$ cat src/rtl/fp_pkg.sv
// Shared definitions for the floating-point multiplier: format defaults, operand classes,
// flag bit positions and the canonical quiet NaN.
package fp_pkg;

  localparam int unsigned ExpWDefault = 8;
  localparam int unsigned ManWDefault = 23;

  typedef enum logic [2:0] {
    ClsZero,
    ClsNorm,
    ClsInf,
    ClsQNan,
    ClsSNan
  } fp_class_e;

  localparam int unsigned FlagInvalid   = 3;
  localparam int unsigned FlagOverflow  = 2;
  localparam int unsigned FlagUnderflow = 1;
  localparam int unsigned FlagInexact   = 0;

  localparam logic [31:0] CanonNanSingle = 32'h7FC0_0000;

  function automatic int fp_bias(int unsigned exp_w);
    return (1 << (exp_w - 1)) - 1;
  endfunction

endpackage

$ cat src/rtl/fp_round_pack.sv
// Final stage: normalise the significand product, round to nearest even, detect
// overflow/underflow and pack the result word with its flags.
module fp_round_pack import fp_pkg::*; #(
  parameter int unsigned EXP_W = ExpWDefault,
  parameter int unsigned MAN_W = ManWDefault
) (
  input  logic                   sign_i,
  input  logic signed [EXP_W+1:0] exp_i,
  input  logic [2*MAN_W+1:0]     prod_i,
  input  logic [2:0]             cls_i,
  input  logic                   invalid_i,
  output logic [EXP_W+MAN_W:0]   res_o,
  output logic [3:0]             flags_o
);

  localparam int unsigned W  = 1 + EXP_W + MAN_W;
  localparam int unsigned PW = 2 * (MAN_W + 1);
  localparam logic signed [EXP_W+1:0] ExpMax = {2'b00, {EXP_W{1'b1}}};

  logic [PW-1:0]           norm;
  logic signed [EXP_W+1:0] exp_n;
  logic signed [EXP_W+1:0] exp_f;
  logic [MAN_W:0]          mant;
  logic                    guard;
  logic                    rnd;
  logic                    sticky;
  logic                    round_up;
  logic [MAN_W+1:0]        mant_r;
  logic [MAN_W-1:0]        frac;

  always_comb begin
    // Product lies in [1,4); a set top bit means one right shift is needed.
    norm     = prod_i[PW-1] ? prod_i : {prod_i[PW-2:0], 1'b0};
    exp_n    = exp_i + {{(EXP_W+1){1'b0}}, prod_i[PW-1]};
    mant     = norm[PW-1 -: MAN_W+1];
    guard    = norm[PW-MAN_W-2];
    rnd      = norm[PW-MAN_W-3];
    sticky   = |norm[PW-MAN_W-4:0];
    round_up = guard & (rnd | sticky | mant[0]);
    mant_r   = {1'b0, mant} + {{(MAN_W+1){1'b0}}, round_up};
    exp_f    = exp_n + {{(EXP_W+1){1'b0}}, mant_r[MAN_W+1]};
    frac     = mant_r[MAN_W+1] ? mant_r[MAN_W:1] : mant_r[MAN_W-1:0];

    res_o   = '0;
    flags_o = '0;
    unique case (fp_class_e'(cls_i))
      ClsZero: res_o = {sign_i, {(W-1){1'b0}}};
      ClsInf:  res_o = {sign_i, {EXP_W{1'b1}}, {MAN_W{1'b0}}};
      ClsQNan, ClsSNan: begin
        res_o                = {1'b0, {EXP_W{1'b1}}, 1'b1, {(MAN_W-1){1'b0}}};
        flags_o[FlagInvalid] = invalid_i;
      end
      default: begin
        if (exp_f >= ExpMax) begin
          res_o                 = {sign_i, {EXP_W{1'b1}}, {MAN_W{1'b0}}};
          flags_o[FlagOverflow] = 1'b1;
          flags_o[FlagInexact]  = 1'b1;
        end else if (exp_f[EXP_W+1] || (exp_f == '0)) begin
          res_o                  = {sign_i, {(W-1){1'b0}}};
          flags_o[FlagUnderflow] = 1'b1;
          flags_o[FlagInexact]   = 1'b1;
        end else begin
          res_o                = {sign_i, exp_f[EXP_W-1:0], frac};
          flags_o[FlagInexact] = guard | rnd | sticky;
        end
      end
    endcase
  end

endmodule

$ cat src/rtl/fp_mul_pipe.sv
// Three-stage pipelined floating-point multiplier with valid/ready handshakes:
// S1 unpack/classify, S2 significand multiply, S3 normalise/round/pack.
module fp_mul_pipe import fp_pkg::*; #(
  parameter int unsigned EXP_W = ExpWDefault,
  parameter int unsigned MAN_W = ManWDefault
) (
  input  logic                 clk,
  input  logic                 rst,
  input  logic                 in_valid,
  output logic                 in_ready,
  input  logic [EXP_W+MAN_W:0] IN1,
  input  logic [EXP_W+MAN_W:0] IN2,
  output logic                 out_valid,
  input  logic                 out_ready,
  output logic [EXP_W+MAN_W:0] OUT,
  output logic [3:0]           flags
);

  localparam int unsigned W  = 1 + EXP_W + MAN_W;
  localparam int unsigned SW = MAN_W + 1;
  localparam int unsigned PW = 2 * SW;
  localparam logic signed [EXP_W+1:0] Bias = (EXP_W+2)'(fp_bias(EXP_W));
  localparam logic [EXP_W-1:0] ExpOnes = '1;

  function automatic fp_class_e classify(logic [W-1:0] x);
    logic [EXP_W-1:0] e;
    logic [MAN_W-1:0] f;
    e = x[W-2 -: EXP_W];
    f = x[MAN_W-1:0];
    if (e == '0) return ClsZero;  // subnormals flush to zero
    if (e == ExpOnes) return (f == '0) ? ClsInf : (f[MAN_W-1] ? ClsQNan : ClsSNan);
    return ClsNorm;
  endfunction

  logic adv;
  assign adv      = out_ready | ~out_valid;
  assign in_ready = adv & ~rst;

  // S1 next-state
  fp_class_e               c1, c2, s1_cls_d;
  logic                    s1_inv_d;
  logic signed [EXP_W+1:0] s1_exp_d;
  logic                    nan_any, inf_any, zero_any, inf_zero;

  always_comb begin
    c1       = classify(IN1);
    c2       = classify(IN2);
    nan_any  = (c1 inside {ClsQNan, ClsSNan}) || (c2 inside {ClsQNan, ClsSNan});
    inf_any  = (c1 == ClsInf) || (c2 == ClsInf);
    zero_any = (c1 == ClsZero) || (c2 == ClsZero);
    inf_zero = inf_any && zero_any;
    s1_inv_d = (c1 == ClsSNan) || (c2 == ClsSNan) || (inf_zero && !nan_any);
    if (nan_any || inf_zero) s1_cls_d = ClsQNan;
    else if (inf_any)        s1_cls_d = ClsInf;
    else if (zero_any)       s1_cls_d = ClsZero;
    else                     s1_cls_d = ClsNorm;
    s1_exp_d = $signed({2'b00, IN1[W-2 -: EXP_W]}) + $signed({2'b00, IN2[W-2 -: EXP_W]}) - Bias;
  end

  logic                    s1_valid_q, s2_valid_q, s3_valid_q;
  logic                    s1_sign_q, s2_sign_q;
  logic signed [EXP_W+1:0] s1_exp_q, s2_exp_q;
  logic [SW-1:0]           s1_ma_q, s1_mb_q;
  fp_class_e               s1_cls_q, s2_cls_q;
  logic                    s1_inv_q, s2_inv_q;
  logic [PW-1:0]           s2_prod_q, s2_prod_d;
  logic [W-1:0]            s3_res_q, s3_res_d;
  logic [3:0]              s3_flags_q, s3_flags_d;

  assign s2_prod_d = PW'(s1_ma_q) * PW'(s1_mb_q);

  fp_round_pack #(
    .EXP_W(EXP_W),
    .MAN_W(MAN_W)
  ) u_round_pack (
    .sign_i   (s2_sign_q),
    .exp_i    (s2_exp_q),
    .prod_i   (s2_prod_q),
    .cls_i    (s2_cls_q),
    .invalid_i(s2_inv_q),
    .res_o    (s3_res_d),
    .flags_o  (s3_flags_d)
  );

  always_ff @(posedge clk) begin
    if (rst) begin
      s1_valid_q <= 1'b0;
      s2_valid_q <= 1'b0;
      s3_valid_q <= 1'b0;
      s3_res_q   <= '0;
      s3_flags_q <= '0;
    end else if (adv) begin
      s1_valid_q <= in_valid;
      s2_valid_q <= s1_valid_q;
      s3_valid_q <= s2_valid_q;
      s3_res_q   <= s3_res_d;
      s3_flags_q <= s3_flags_d;
    end
  end

  // Datapath registers carry no reset; only the valid bits qualify them.
  always_ff @(posedge clk) begin
    if (adv) begin
      s1_sign_q <= IN1[W-1] ^ IN2[W-1];
      s1_exp_q  <= s1_exp_d;
      s1_ma_q   <= {1'b1, IN1[MAN_W-1:0]};
      s1_mb_q   <= {1'b1, IN2[MAN_W-1:0]};
      s1_cls_q  <= s1_cls_d;
      s1_inv_q  <= s1_inv_d;
      s2_sign_q <= s1_sign_q;
      s2_exp_q  <= s1_exp_q;
      s2_prod_q <= s2_prod_d;
      s2_cls_q  <= s1_cls_q;
      s2_inv_q  <= s1_inv_q;
    end
  end

  assign out_valid = s3_valid_q;
  assign OUT       = s3_res_q;
  assign flags     = s3_flags_q;

endmodule
$ cat config.mk
export PLATFORM = sky130hd
export DESIGN_NAME = fp_mul_pipe
export DESIGN_NICKNAME = d
export VERILOG_FILES = /design/src/rtl/fp_pkg.sv /design/src/rtl/fp_round_pack.sv /design/src/rtl/fp_mul_pipe.sv
export SDC_FILE = /design/constraint.sdc
export NUM_CORES = 2
export LEC_CHECK = 0
export BUFFER_PORTS_ARGS = -buffer_cell sky130_fd_sc_hd__buf_2
export CORE_MARGIN = 10
export CORE_UTILIZATION = 40
export DETAILED_ROUTE_END_ITERATION = 10
export GPL_TIMING_DRIVEN = 0
export PLACE_DENSITY = 0.66
export RECOVER_POWER = 50
export SLEW_MARGIN = 30
export SYNTH_ARGS = -nofsm -noshare
export SYNTH_HDL_FRONTEND = slang
export SYNTH_HIERARCHICAL = 1
export SYNTH_SLANG_ARGS = --single-unit
export TNS_END_PERCENT = 1
$ cat constraint.sdc
create_clock -name clk -period 7.2 [get_ports clk]
set_input_delay 0.72 -clock clk [delete_from_list [all_inputs] [get_ports clk]]
set_output_delay 0.72 -clock clk [all_outputs]
set_load 0.01 [all_outputs]
# [Word level (Yosys, flattened, before mapping)]
# Index checks and enable logic that the tools add are counted.
[totals] output_inout_bits=38 regBits=163
[classes] reduce_logical=24 n_mux=32 bitwise_logic=10 mul=1 eq_ne=11 magnitude_cmp=1 addsub=5
[op_table] operator="case mux 32 bit (3 select lines)" count=1
[op_table] operator="2-to-1 mux 31 bit" count=2
[op_table] operator="multiplier 24 x 24 -> 48 bit" count=1
[op_table] operator="2-to-1 mux 48 bit" count=1
[op_table] operator="logical NOT 23 bit" count=2
[op_table] operator="2-to-1 mux 3 bit" count=13
[op_table] operator="adder 24 x 1 -> 25 bit" count=1
[op_table] operator="2-to-1 mux 23 bit" count=1
[op_table] operator="OR reduction 22 bit" count=1
[op_table] operator="adder 10 x 1 -> 10 bit" count=2
[op_table] operator="equality test 3 x 2 -> 1 bit (second input constant)" count=6
[op_table] operator="equality test 8 bit (second input constant)" count=2
[op_table] operator="logical NOT 8 bit" count=2
[op_table] operator="2-to-1 mux 1 bit" count=14
[op_table] operator="greater-or-equal comparator 10 x 9 -> 1 bit (second input constant)" count=1
[op_table] operator="logical NOT 10 bit" count=1
[op_table] operator="subtractor 9 x 7 -> 10 bit (second input constant)" count=1
[op_table] operator="adder 8 x 8 -> 9 bit" count=1
[op_table] operator="equality test 3 bit (second input constant)" count=3
[op_table] operator="logical NOT 3 bit" count=3
[op_table] operator="logical OR 1 bit" count=7
[op_table] operator="OR 1 bit" count=5
[op_table] operator="nonzero test 2 bit" count=2
[op_table] operator="OR reduction 2 bit" count=2
[op_table] operator="6 further kinds" count=9

# [Longest topological paths before layout]
[logic_depth] word_depth=12 mapped_depth=27 depth_no_buf=24

# [By module]
# The synthesis kept the hierarchy.
[modules_own_cells] mod="fp_mul_pipe" instances=1 cells_each=2528 area_each_um2=24448.4
[modules_own_cells] mod="fp_round_pack" instances=1 cells_each=283 area_each_um2=2011.9

# [Worst setup path before layout]
# No wires, ideal clock.
[synth_path] path_kind="reg-to-reg" start="reg s1_ma_q[13]" end="reg s2_prod_q[43] (data pin)" path_slack_ns=0.451 stages_incl_launch_ff=26 t_arrival_ns=6.488 setup_ns=0.262 cell_sequence="edfxtp_1 -> clkbuf_1 -> nand2_1 -> fa_1 -> inv_1 -> fa_1 -> inv_1 -> fa_1 -> inv_1 -> fa_1 -> inv_1 -> fa_1 -> inv_1 -> fa_1 -> inv_1 -> fa_1 -> inv_1 -> ha_1 -> a21oi_1 -> o221ai_1 -> a221o_1 -> a31oi_4 -> o221ai_2 -> a41oi_4 -> o21ai_1 -> xor2_1"
[synth_via] elab_chain_len=1
[synth_rtl] item="from (decl)" line_no="fp_mul_pipe.sv:63" source="logic [SW-1:0] s1_ma_q, s1_mb_q;"
[synth_rtl] item="from (signal assigned)" line_no="fp_mul_pipe.sv:106" source="s1_ma_q <= {1'b1, IN1[MAN_W-1:0]};"
[synth_rtl] item="multiplier 24 x 24 -> 48 bit" line_no="fp_mul_pipe.sv:70" source="assign s2_prod_d = PW'(s1_ma_q) * PW'(s1_mb_q);"
[synth_rtl] item="named net s2_prod_d[43]" line_no="fp_mul_pipe.sv:66" source="logic [PW-1:0] s2_prod_q, s2_prod_d;"
[synth_rtl] item="to (signal assigned)" line_no="fp_mul_pipe.sv:112" source="s2_prod_q <= s2_prod_d;"
[synth_rtl] item="to (decl)" line_no="fp_mul_pipe.sv:66"
# The timed path passes the listed nets, and every way through them passes these cells.
# A chain may end at the register's enable or synchronous reset.

# [Worst setup path in the final report]
[layout_path] start="reg s1_mb_q[5]" end="reg s2_prod_q[43] (data pin)"
[layout_via] elab_chain_len=1
[layout_rtl] item="from (decl)" line_no="fp_mul_pipe.sv:63"
[layout_rtl] item="from (signal assigned)" line_no="fp_mul_pipe.sv:107" source="s1_mb_q <= {1'b1, IN2[MAN_W-1:0]};"
[layout_rtl] item="multiplier 24 x 24 -> 48 bit" line_no="fp_mul_pipe.sv:70"
[layout_rtl] item="named net s2_prod_d[43]" line_no="fp_mul_pipe.sv:66"
# The timed path passes the listed nets, and every way through them passes these cells.

==> results_dict.tcl <==
set metrics [dict create \
    run_status "finished with violations" \
    violations "capacitance limit, slew limit, setup timing" \
    cts_sinks 161 \
    grt_setup_unrepaired "true" \
    routed-wl-met3_um 7850 \
    ios 106 \
    die_y_um 277 \
    synth_cells 2811 \
    die_x_um 277 \
    placed_cells 3784 \
    critPathSlowestCell "fa_2" \
    drt-total-wl_um 81600 \
    synth_top_cell_by_area "fa_1" \
    rr_worst_depth 23 \
    fin_crit_ns 7.26 \
    design_area_mm2 0.0302 \
    ant_nets 0 \
    syn_area_mm2 0.0265 \
    cts.htree.levels 4 \
    rr_startpoint "s1_mb_q[5]" \
    clock_latency_ns 0.51 \
    port_buffers 104 \
    startpoint "s1_mb_q[5]" \
    yosys-top-cells-area "fa_1 (37%), edfxtp_1 (14%), ha_1 (9.0%), inv_1 (8.5%), and2_1 (5.9%)" \
    async_reset_ff_share_pct 0 \
    holdPathStages 1 \
    clockRootBuffer "clkbuf_16" \
    grt_first_pass_wirelength_um 124000 \
    cp.arrival_ns 7.51 \
    num_antenna_cells 0 \
    hold_class "in -> reg" \
    yosysMostFrequentCell "inv_1" \
    synthFlopType "edfxtp_1" \
    drv_cap 2 \
    gp_congestion 1.02 \
    yosysSeqAreaShare_pct 16.8 \
    r2r_end "s2_prod_q[43]" \
    layout.nets 3789 \
    clkSlewWorstSetupHoldPaths_ns 0.09 \
    antenna_found_initial 3 \
    cp_num_buf_inv 6 \
    ys_ff_latch 161 \
    postCtsHoldBufs 0 \
    coreArea_mm2 0.0656 \
    drive_above_1_share_pct 12.4 \
    dpl_cell_area_mm2 0.0281 \
    cts_buffer_depth 2 \
    grt_overflow_total 0 \
    start_kind "register" \
    drt_iter0_markers 1610 \
    top_layer_used "met4" \
    dr_wl_met2_um 37200 \
    vias 20600 \
    post-place-ws_ns -1.01 \
    hold_viol 0 \
    end_kind "register" \
    grt_max_degree 40 \
    numCtsBuffers 17 \
    grtUsageTotal_pct 21.2 \
    drv_slew 64 \
    tns_ns -0.190 \
    worst_slew_pin_slew_ns 1.84 \
    crit_path_frequent_cell "fa_1" \
    crit_family "adder cells" \
    drt_pass1_iterations 5 \
    hpwlAfterDp_um 65300 \
    crit_cells 23 \
    drc 0 \
    initial_core_util_pct 40.3 \
    synth_edf_count 122 \
    cp.required_ns 7.45 \
    crit_path_max_incr_delay_ns 0.63 \
    ys_types 89 \
    max_freq_mhz 138 \
    avgSynthCellArea_um2 9.41 \
    yosys_warnings 6 \
    fin_worst_skew_ns 0.0162 \
    dieArea_mm2 0.0768 \
    synth_commonest_cells "inv_1 (596), fa_1 (483), nand2_1 (390), and2_1 (251), ha_1 (191)" \
    period_share_pct 101 \
    post_drt_wl_per_cell_um 20.8 \
    fillers 6323 \
    final_cell_count_no_fill 3924 \
    first_global_vias 20900 \
    slew_headroom_pct -22.4 \
    cts_tree "built" \
    setup_ws_ns -0.0618 \
    yosysTopAreaCellShare_pct 36.5 \
    wl_met1_um 32400 \
    critPathCapture "s2_prod_q[43]" \
    viasPerCell 5.24 \
    crit_type "reg -> reg" \
    rows 94 \
    r2r_slack_ns -0.06 \
    worstPathCellList "buf_6 -> buf_4 -> nand2_1 -> fa_1 -> inv_1 -> fa_1 -> inv_1 -> fa_1 -> fa_1 -> inv_1 -> fa_1 -> fa_1 -> fa_2 -> ha_1 -> buf_4 -> and4_4 -> nor3b_4 -> a221o_1 -> a31oi_4 -> o221ai_4 -> a41oi_4 -> o21ai_1 -> xor2_1" \
    area_growth_pct 14.2 \
    path_max_fanout 9 \
    final-setup-viol-count 5 \
]
==> per-layer routing <==
metal | GRT usage [%] | vias to the layer above
met5 | 0 | -
met4 | 10.7 | 0
met3 | 5.42 | 202
met2 | 32.6 | 882
met1 | 27.1 | 10400
li1 | - | 9139
==> how the worst min path moves through the flow <==
stage / startpoint / endpoint / slack (ns)
after floorplan: s1_cls_q[0] / s2_cls_q[0] / 0.40
after global placement: s1_exp_q[3] / s2_exp_q[3] / 0.40
after detailed placement: s1_exp_q[4] / s2_exp_q[4] / 0.40
after CTS: IN1[5] / s1_ma_q[5] / 0.37
after global routing: IN1[5] / s1_ma_q[5] / 0.39
final: IN1[5] / s1_ma_q[5] / 0.40
==> layout make-up <==
class,count,area (um2),area share [%]
multi-input cells,1917,19500,64.5
clock inverters,15,180,0.596
well taps,864,1080,3.58
flip-flops and latches,161,4440,14.7
plain buffers,122,866,2.86
repair buffers,227,1450,4.79
clock buffers,17,425,1.41
inverters,601,2280,7.54
==> placed cells by master (no fill, tap or decap), drive strengths merged, types with 17 or more instances in the layout <==
cell    synthesis  layout
a211oi         17      17
ha            191     191
o21ai          35      35
xnor2          58      58
a21oi         106     106
nor4           23      23
nor2           82      82
clkbuf        118     167
buf            16     199
dfxtp          39      39
nand2         390     390
nor3           32      32
inv           597     602
fa            483     483
and2          251     251
nand4          31      31
nand3          21      21
a21o           22      22
xor2           30      30
edfxtp        122     122
==> logic make-up (layout without fill, tap and decap cells) <==
logic type	after synthesis	after routing	synth area share [%]
XOR/XNOR	88	88	2.91
adder cells (fa/ha/maj)	674	674	45.6
multiplexers	17	17	0.667
AND/OR/NAND/NOR	876	876	16.4
AO/OA/AOI/OAI	259	259	6.97
other	1	3	0.0142
flip-flops	161	161	16.8
buffers and inverters	735	982	10.6
==> timing repair <==
| item | CTS | global route |
|---|---|---|
| setup endpoints to repair | 28 | 50 |
| gates resized for setup | 165 | 103 |
| pin swaps | 7 | 27 |
| setup buffers | 87 | 33 |
==> metrics by stage <==
stage	util [%]	hold WS, ns
floorplan	-	0.400
global placement	42.8	0.401
detailed placement	42.9	0.405
CTS	45.5	0.366
global route	46.1	0.385
finish	46.1	0.399
==> registers in the layout, summed over array words and instances, names as in the netlist <==
register	flops
s2_cls_q	2
s1_inv_q	1
s1_exp_q	10
s2_exp_q	10
out_valid	1
s1_mb_q	23
s2_valid_q	1
s1_cls_q	2
s1_ma_q	23
s2_sign_q	1
OUT	32
flags	4
s2_inv_q	1
s2_prod_q	48
s1_sign_q	1
s1_valid_q	1
Power is left out: the tool's default activity adds up to more than one toggle a clock period on the data nets, which glitch-free logic cannot reach.
